## config.mk

```make
export PLATFORM = sky130hd
export DESIGN_NAME = reg_bank_arbiter
export DESIGN_NICKNAME = d
export VERILOG_FILES = /design/src/rtl/reg_bank_arbiter.sv
export SDC_FILE = /design/constraint.sdc
export NUM_CORES = 1
export LEC_CHECK = 0
export ABC_AREA = 1
export BUFFER_PORTS_ARGS = -buffer_cell sky130_fd_sc_hd__buf_2
export CAP_MARGIN = 20
export CORE_UTILIZATION = 45
export DETAILED_ROUTE_END_ITERATION = 7
export PLACE_DENSITY_LB_ADDON = 0.25
export RECOVER_POWER = 25
export SLEW_MARGIN = 20
export SYNTH_ARGS = -nofsm -noshare
export SYNTH_HDL_FRONTEND = slang
export SYNTH_SLANG_ARGS = --single-unit
export TNS_END_PERCENT = 1
```

## constraint.sdc

```tcl
create_clock -name clk -period 2.4 [get_ports clk]
set_clock_uncertainty 0.1 [all_clocks]
set_input_delay 0.48 -clock clk [delete_from_list [all_inputs] [get_ports clk]]
set_output_delay 0.48 -clock clk [all_outputs]
set_load 0.01 [all_outputs]
```

## src/rtl/reg_bank_arbiter.sv

```systemverilog
// Three-requester round-robin write arbiter for a small register bank.
// Optional saturating stall counter on output stall_cnt, enabled by macro ARB_STALL_CNT_EN.
//
// state   | meaning
// --------+-------------------------------------------------------------
// S_IDLE  | outputs quiet; a pending request is arbitrated and latched
// S_WRITE | one-cycle commit of the latched write, grant to the winner
module reg_bank_arbiter #(
  parameter  int DATA_W = 2,
  parameter  int NREG   = 4,
  localparam int ADDR_W = (NREG > 1) ? $clog2(NREG) : 1
) (
  input  logic              clk,
  input  logic              rst,
  input  logic [2:0]        req,
  input  logic [ADDR_W-1:0] addr0,
  input  logic [ADDR_W-1:0] addr1,
  input  logic [ADDR_W-1:0] addr2,
  input  logic [DATA_W-1:0] data0,
  input  logic [DATA_W-1:0] data1,
  input  logic [DATA_W-1:0] data2,
  output logic [2:0]        gnt,
  output logic [NREG-1:0]   chosen,
  output logic              w_en,
  output logic [DATA_W-1:0] w_data,
`ifdef ARB_STALL_CNT_EN
  output logic              busy,
  output logic [7:0]        stall_cnt
`else
  output logic              busy
`endif
);

  localparam logic [0:0]      S_IDLE   = 1'b0;
  localparam logic [0:0]      S_WRITE  = 1'b1;
  localparam logic [ADDR_W:0] NREG_LIM = (ADDR_W+1)'(NREG);

  logic [0:0]        r_state;
  logic [1:0]        r_ptr;
  logic [1:0]        r_win;
  logic [ADDR_W-1:0] r_addr;
  logic [DATA_W-1:0] r_data;

  logic [1:0]        w_win;
  logic [ADDR_W-1:0] w_addr_sel;
  logic [DATA_W-1:0] w_data_sel;
  logic              w_write;
  logic              w_addr_ok;

  // Round-robin search starting at r_ptr, wrapping 2 -> 0.
  always_comb begin
    logic [1:0] v_idx;
    logic       v_found;
    w_win   = r_ptr;
    v_idx   = r_ptr;
    v_found = 1'b0;
    for (int k = 0; k < 3; k++) begin
      if (!v_found && req[v_idx]) begin
        w_win   = v_idx;
        v_found = 1'b1;
      end
      v_idx = (v_idx == 2'd2) ? 2'd0 : v_idx + 2'd1;
    end
  end

  always_comb begin
    w_addr_sel = addr0;
    w_data_sel = data0;
    case (w_win)
      2'd1: begin
        w_addr_sel = addr1;
        w_data_sel = data1;
      end
      2'd2: begin
        w_addr_sel = addr2;
        w_data_sel = data2;
      end
      default: begin
        w_addr_sel = addr0;
        w_data_sel = data0;
      end
    endcase
  end

  always_ff @(posedge clk) begin
    if (!rst) begin
      r_state <= S_IDLE;
      r_ptr   <= 2'd0;
      r_win   <= 2'd0;
      r_addr  <= '0;
      r_data  <= '0;
    end else begin
      case (r_state)
        S_IDLE: begin
          if (|req) begin
            r_win   <= w_win;
            r_addr  <= w_addr_sel;
            r_data  <= w_data_sel;
            r_state <= S_WRITE;
          end
        end
        S_WRITE: begin
          r_state <= S_IDLE;
          r_ptr   <= (r_win == 2'd2) ? 2'd0 : r_win + 2'd1;
        end
        default: r_state <= S_IDLE;
      endcase
    end
  end

  // Outputs decode registered state only, so reset cannot glitch them.
  assign w_write   = (r_state == S_WRITE);
  assign w_addr_ok = ({1'b0, r_addr} < NREG_LIM);

  always_comb begin
    gnt = 3'b000;
    if (w_write) begin
      case (r_win)
        2'd0:    gnt = 3'b001;
        2'd1:    gnt = 3'b010;
        2'd2:    gnt = 3'b100;
        default: gnt = 3'b000;
      endcase
    end
  end

  always_comb begin
    chosen = '0;
    for (int k = 0; k < NREG; k++) begin
      chosen[k] = w_write && w_addr_ok && (r_addr == ADDR_W'(k));
    end
  end

  assign w_en   = w_write & w_addr_ok;
  assign w_data = w_write ? r_data : '0;
  assign busy   = w_write;

`ifdef ARB_STALL_CNT_EN
  logic [7:0] r_stall_cnt;
  logic       w_stall;

  // Any requester left waiting this cycle counts once.
  assign w_stall = |(req & ~gnt);

  always_ff @(posedge clk) begin
    if (!rst) begin
      r_stall_cnt <= 8'd0;
    end else if (w_stall && (r_stall_cnt != 8'hFF)) begin
      r_stall_cnt <= r_stall_cnt + 8'd1;
    end
  end

  assign stall_cnt = r_stall_cnt;
`endif

endmodule
```

==> summary.md, run 1 <==
| Metric | Value |
|---|---|
| Final Setup Violations | 0 |
| Share of layout cells above drive strength 1 | 30.2% |
| P per Cell Area | 581 nW/um^2 |
| Placed Area | 805 sq um |
| Hold Crit Class | primary input to flip-flop |
| Critical path launch point type | flip-flop |
| Final #Nets | 149 |
| Total power | 476 uW |
| Drt pass-1 iters | 4 |
| Standby leakage power | 0.457 nW |
| Top post-synthesis cells by area | dfxtp_1, nand2_1, inv_1 |
| Status | completed |
| Largest net degree at the start of global routing | 9 |
| Initial core utilization | 49.3% |
| CTS tree | yes |
| Root buf cell | clkbuf_4 |
| Post-synthesis register bit count | 9 |
| Area share of the largest cell type after synthesis | 27.4% |
| FF/Latch Area | 180 sq um |
| Syn Nets | 118 |
| Clk sinks | 9 |
| Top cells by count, synth | nand2_1, inv_1, a21oi_1, dfxtp_1 |
| Sequential fraction of the synthesis area | 27.4% |
| Slew Limit Fails | 0 |
| Cell Area, Synth | 658 sq um |
| Setup repair bufs after CTS | 0 |
| Placed Instances | 140 |
| Post-DP HPWL | 1190 um |
| Reg2reg start | r_ptr[1] |
| Fill count | 133 |
| Met2 WL | 749 um |
| Beginning of the worst hold path | data0[1] |
| RSZ-0062 raised after global routing | no |
| Clock Path Buffers | 2 |
| CTS buffer count | 3 |
| Die width | 40.2 um |
| Relative slew slack | 65.8% |
| Via Count | 755 |
| Critical Path Start | r_ptr[1] |
| DRT antenna net count | 0 |
| Clock transition at path regs | 0.06 ns |
| # rows | 13 |
| Crit path DAT | 2.19 ns |
| Metal-1 WL | 681 um |
| CTS resizes | 0 |
| Synth Flop Type | dfxtp_1 |
| Vias in the first global route | 607 |
| Yosys top cell by area | dfxtp_1 |
| Post-synth EDFFs | 0 |
| Number of distinct library cells after synthesis | 19 |
| Top-count cell post-synth | nand2_1 |
| Final Hold Fails | 0 |
| I/O pins | 28 |
| Crit path kind | flip-flop to flip-flop |
| First DRT Iteration DRCs | 9 |
| Max IR drop VDD | 0.401 mV |
| Global-route wire length before repair | 2390 um |
| Final Instance Area | 820 sq um |
| Highest routed metal layer | met3 |
| Met3 WL | 101 um |
| Max cap viols | 0 |
| Final Cycle Share | 87.5% |
| Worst-path fanout max | 7 |
| Synth Area per Inst | 6.65 sq um |
| TNS Setup | 0 ns |
| Final GP Congestion | 0.736 |
| DIE AREA | 1620 sq um |
| N_diodes | 0 |
| Grt ovf | 0 |
| Area of the multi-input gates | 399 sq um |
| Latest clock arrival within the worst-skew pair | 0.26 ns |
| Post-CTS Hold Buffers | 0 |
| Area added between synthesis and finish | 24.5% |
| Worst-margin pin slew | 0.513 ns |
| Setup crit end kind | flip-flop |
| Req. time, crit path | 2.49 ns |
| CORE AREA | 1330 sq um |
| Vias/cell | 5.24 |
| Tot GR Track Use | 22.0% |
| Layout Cells excl Fill | 144 |
| # H-tree levels | 1 |
| R2R depth | 13 |
| Crit path time final | 2.10 ns |
| Routed wire per std cell | 10.6 um |
| Max Freq | 476 MHz |
| Drt drc | 0 |
| Hold Crit Depth | 3 |
| Initial antenna violation count | 0 |
| Yosys warning count | 0 |
| Die height | 40.2 um |
| Synth async-reset ratio | 0% |
| Synth Instances | 99 |
| Port-buffer cells | 27 |
| DRT Wirelength | 1530 um |
## path summary, 6_finish.rpt
kind | slack [ns] | to
min | 0.40 | r_data[1]
max | 0.30 | r_addr[1]
min reg2reg | 0.47 | r_data[1]
max reg2reg | 0.30 | r_addr[1]
## kinds of logic (layout without fill, tap and decap cells)
family | count (synthesis) | in the layout | share of synthesized area [%]
adder cells (fa/ha/maj) | 2 | 2 | 3.80
buffers and inverters | 17 | 47 | 10.3
AO/OA/AOI/OAI | 22 | 22 | 21.7
flip-flops | 9 | 9 | 27.4
AND/OR/NAND/NOR | 49 | 49 | 36.9
## through the flow
stage	utilization, %	setup slack (ns)	hold slack (ns)
floorplan	-	0.569	0.405
global placement	60.3	0.351	0.442
detailed placement	60.3	0.305	0.455
CTS	62.3	0.360	0.393
global route	61.4	0.0676	0.393
finish	61.4	0.299	0.398
## critical path, cell delays in order (launching register included)
cell     delay [ns]
dfxtp_1        0.46
inv_1          0.16
nand2_1        0.12
nand3_2        0.09
nand2_4        0.10
nand3_1        0.07
nand2_1        0.08
nand2_1        0.06
nand2_1        0.08
inv_1          0.05
ha_1           0.35
inv_1          0.13
nand2_1        0.07
a21oi_1        0.12
## area by class of cell
class / count / share of cell area [%]
Multi-Input combinational cell: 73 / 48.7
Sequential cell: 9 / 22.0
Timing Repair Buffer: 27 / 16.5
Inverter: 16 / 7.33
Clock buffer: 4 / 3.21
Tap cell: 15 / 2.29
## power breakdown
| group | internal [mW] | leakage, nW | total [mW] | switching, mW |
|---|---|---|---|---|
| registers | 0.167 | 0.0745 | 0.184 | 0.0171 |
| clock network | 0.0640 | 0.0150 | 0.116 | 0.0517 |
| logic | 0.0700 | 0.368 | 0.176 | 0.106 |
| total | 0.301 | 0.457 | 0.476 | 0.175 |
## registers in the layout, summed over array words and instances, names as in the netlist
name / cells
busy: 1
r_win: 2
r_ptr: 2
r_addr: 2
r_data: 2
## routing by layer
metal | track usage [%] | up-vias
li1 | - | 391
met1 | 26.6 | 340
met2 | 39.1 | 24
met3 | 8.33 | 0
met4 | 0 | 0
met5 | 0 | -
## cell usage in the layout (no fill, tap or decap)
cell type,n
a21oi_1,11
a21oi_2,1
a22o_1,4
buf_2,27
clkbuf_1,1
clkbuf_4,3
dfxtp_1,9
ha_1,2
inv_1,15
inv_2,1
nand2_1,20
nand2_2,2
nand2_4,1
nand3_1,7
nand3_2,4
nand4_1,2
nor2_1,7
nor3_1,6
o21a_1,1
o21ai_0,5
Power figures use the tool's default switching activity.
==> inputs of run 2 (changes only) <==
- REMOVE_ABC_BUFFERS: unset -> 1
==> run 2 against run 1 <==
  * Hold slack improved by 0.0085 ns
  * Sequential share of layout area is essentially flat
  * Cell area shrank 0.15%
  * Critical path depth did not move
  * Total power is essentially flat
  * Routed wire length is 1.1% higher
  * Maximum frequency is 2.5% higher
  * Clock power hardly changed
  * Register-to-register slack better by 0.05 ns
  * Via count unchanged
  * Core utilization down 0.094 points
  * Largest cell class unchanged
  * Critical path type unchanged
==> summary.md, run 2 (synthesis gave the netlist of run 1 again) <==
| Metric | Value |
|---|---|
| Status | completed (unchanged) |
| # H-tree levels | 1 (unchanged) |
| N_diodes | 0 (unchanged) |
| Port-buffer cells | 27 (unchanged) |
| Worst-margin pin slew | 0.558 ns (was 0.513 ns) |
| # rows | 13 (unchanged) |
| Initial core utilization | 49.3% (unchanged) |
| Relative slew slack | 62.8% (was 65.8%) |
| Vias in the first global route | 577 (was 607) |
| CTS tree | yes (unchanged) |
| Pint | 301 uW (about the same) |
| Clock transition at path regs | 0.06 ns (about the same) |
| Max IR drop VDD | 0.289 mV (was 0.401 mV) |
| Commonest non-fill, non-tap cell in the layout | buf_2 (unchanged) |
| Tot GR Track Use | 21.0% (was 22.0%) |
| Die width | 40.2 um (unchanged) |
| Seq pwr share | 38.9% (was 38.7%) |
| P per Cell Area | 582 nW/um^2 (was 581 nW/um^2) |
| Final #Nets | 149 (unchanged) |
| Hold Crit Class | primary input to flip-flop (unchanged) |
| Vias/cell | 5.24 (unchanged) |
| Global-route wire length before repair | 2240 um (was 2390 um) |
| Slowest CP cell | dfxtp_1 (unchanged) |
| First DRT Iteration DRCs | 17 (was 9) |
| Final Setup Violations | 0 (unchanged) |
| CP cell instances | inv_2, nand2_1, nand3_2, nand2_4, nand3_1, nand2_1, nand2_1, nand2_1, inv_1, ha_1, inv_1, nand2_1, a21oi_1 (was inv_1, nand2_1, nand3_2, nand2_4, nand3_1, nand2_1, nand2_1, nand2_1, inv_1, ha_1, inv_1, nand2_1, a21oi_1) |
| Final Cycle Share | 85.4% (was 87.5%) |
| Crit path DAT | 2.14 ns (was 2.19 ns) |
| Largest net degree at the start of global routing | 9 (unchanged) |
| Area added between synthesis and finish | 24.3% (was 24.5%) |
| Setup crit end kind | flip-flop (unchanged) |
| RSZ-0062 raised after global routing | no (unchanged) |
| Critical path launch point type | flip-flop (unchanged) |
| Drt pass-1 iters | 4 (unchanged) |
| Slew Limit Fails | 0 (unchanged) |
| Final hold slack | 0.407 ns (was 0.398 ns) |
| Crit path time final | 2.05 ns (was 2.10 ns) |
| Final Hold Fails | 0 (unchanged) |
| I/O pins | 28 (unchanged) |
| Post-CTS Hold Buffers | 0 (unchanged) |
| TNS Setup | 0 ns (unchanged) |
| DIE AREA | 1620 sq um (unchanged) |
| CTS resizes | 0 (unchanged) |
| Latest clock arrival within the worst-skew pair | 0.26 ns (about the same) |
| FF/Latch Area | 180 sq um (unchanged) |
| Clock power frac | 24.3% (about the same) |
| CTS buffer count | 3 (unchanged) |
| Sw Share | 36.9% (was 36.8%) |
| Sw Pwr | 176 uW (was 175 uW) |
| Fill count | 145 (was 133) |
| Req. time, crit path | 2.49 ns (about the same) |
| Setup repair bufs after CTS | 0 (unchanged) |
| Drt drc | 0 (unchanged) |
| Root buf cell | clkbuf_4 (unchanged) |
| CP delay by family, top | simple AND/OR/NAND/NOR gates (unchanged) |
| Share of layout cells above drive strength 1 | 30.2% (unchanged) |
| Critical path buffers and inverters | 3 (unchanged) |
| Clock Path Buffers | 2 (unchanged) |
| Crit path kind | flip-flop to flip-flop (unchanged) |
| Max cap viols | 0 (unchanged) |
| Die height | 40.2 um (unchanged) |
| Final GP Congestion | 0.732 (was 0.736) |
| Standby leakage power | 0.454 nW (was 0.457 nW) |
| Grt ovf | 0 (unchanged) |
| CORE AREA | 1330 sq um (unchanged) |
| Routed wire per std cell | 10.8 um (was 10.6 um) |
| Combinational Power Share | 36.8% (was 37.0%) |
| Area of the multi-input gates | 399 sq um (unchanged) |
| Initial antenna violation count | 0 (unchanged) |
| CP max stage delay | 0.46 ns (about the same) |
| Most frequent cells in the layout | buf_2, nand2_1, inv_1 (unchanged) |
| Worst-path fanout max | 7 (unchanged) |
| Max Freq | 488 MHz (was 476 MHz) |
| Post-DP HPWL | 1270 um (was 1190 um) |
| DRT antenna net count | 0 (unchanged) |
| Clk sinks | 9 (unchanged) |
| DRT Wirelength | 1550 um (was 1530 um) |
| Crit path top cell by count | nand2_1 (unchanged) |
| Via Count | 755 (unchanged) |
-- run 2: power groups by stage --
stage	logic [mW]	clock network, mW	registers (mW)
after floorplan	0.128	0	0.185
after global placement	0.173	0	0.188
after detailed placement	0.177	0	0.189
after CTS	0.178	0.118	0.186
after global routing	0.201	0.124	0.187
final	0.175	0.116	0.185
-- run 2: final timing paths --
path / start / to / slack, ns / cells after the start
max: r_ptr[1] / r_data[1] / 0.35 / 13
min: addr0[0] / r_addr[0] / 0.41 / 3
max reg2reg: r_ptr[1] / r_data[1] / 0.35 / 13
min reg2reg: r_data[0] / r_data[0] / 0.46 / 2
-- run 2: per-stage QoR --
stage               instance area (sq um)  cells  utilization (%)  setup slack [ns]  total power, mW
floorplan                             651     98                -             0.569            0.313
global placement                      805    140             60.3             0.338            0.360
detailed placement                    805    140             60.3             0.292            0.366
CTS                                   831    144             62.3             0.349            0.482
global route                          818    144             61.4             0.142            0.512
finish                                818    144             61.4             0.350            0.476
-- run 2: per-layer routing --
| metal | GRT usage (%) | up-vias | routed length [um] |
|---|---|---|---|
| met1 | 22.7 | 341 | 695 |
| met2 | 39.1 | 20 | 766 |
| met5 | 0 | - | 0 |
| li1 | - | 392 | - |
| met4 | 2.50 | 0 | 7 |
| met3 | 8.33 | 2 | 80 |
-- run 2: tightest hold or removal path: stages --
cell and delay, ns:
buf_2 0.08, a21oi_1 0.05, a21oi_1 0.12
-- run 2: cell type report --
class / instances / area share (%)
clock buffer: 4 / 3.21
sequential: 9 / 22.0
multi-input combinational: 73 / 48.8
tap: 15 / 2.29
timing repair buffer: 27 / 16.4
inverter: 16 / 7.34
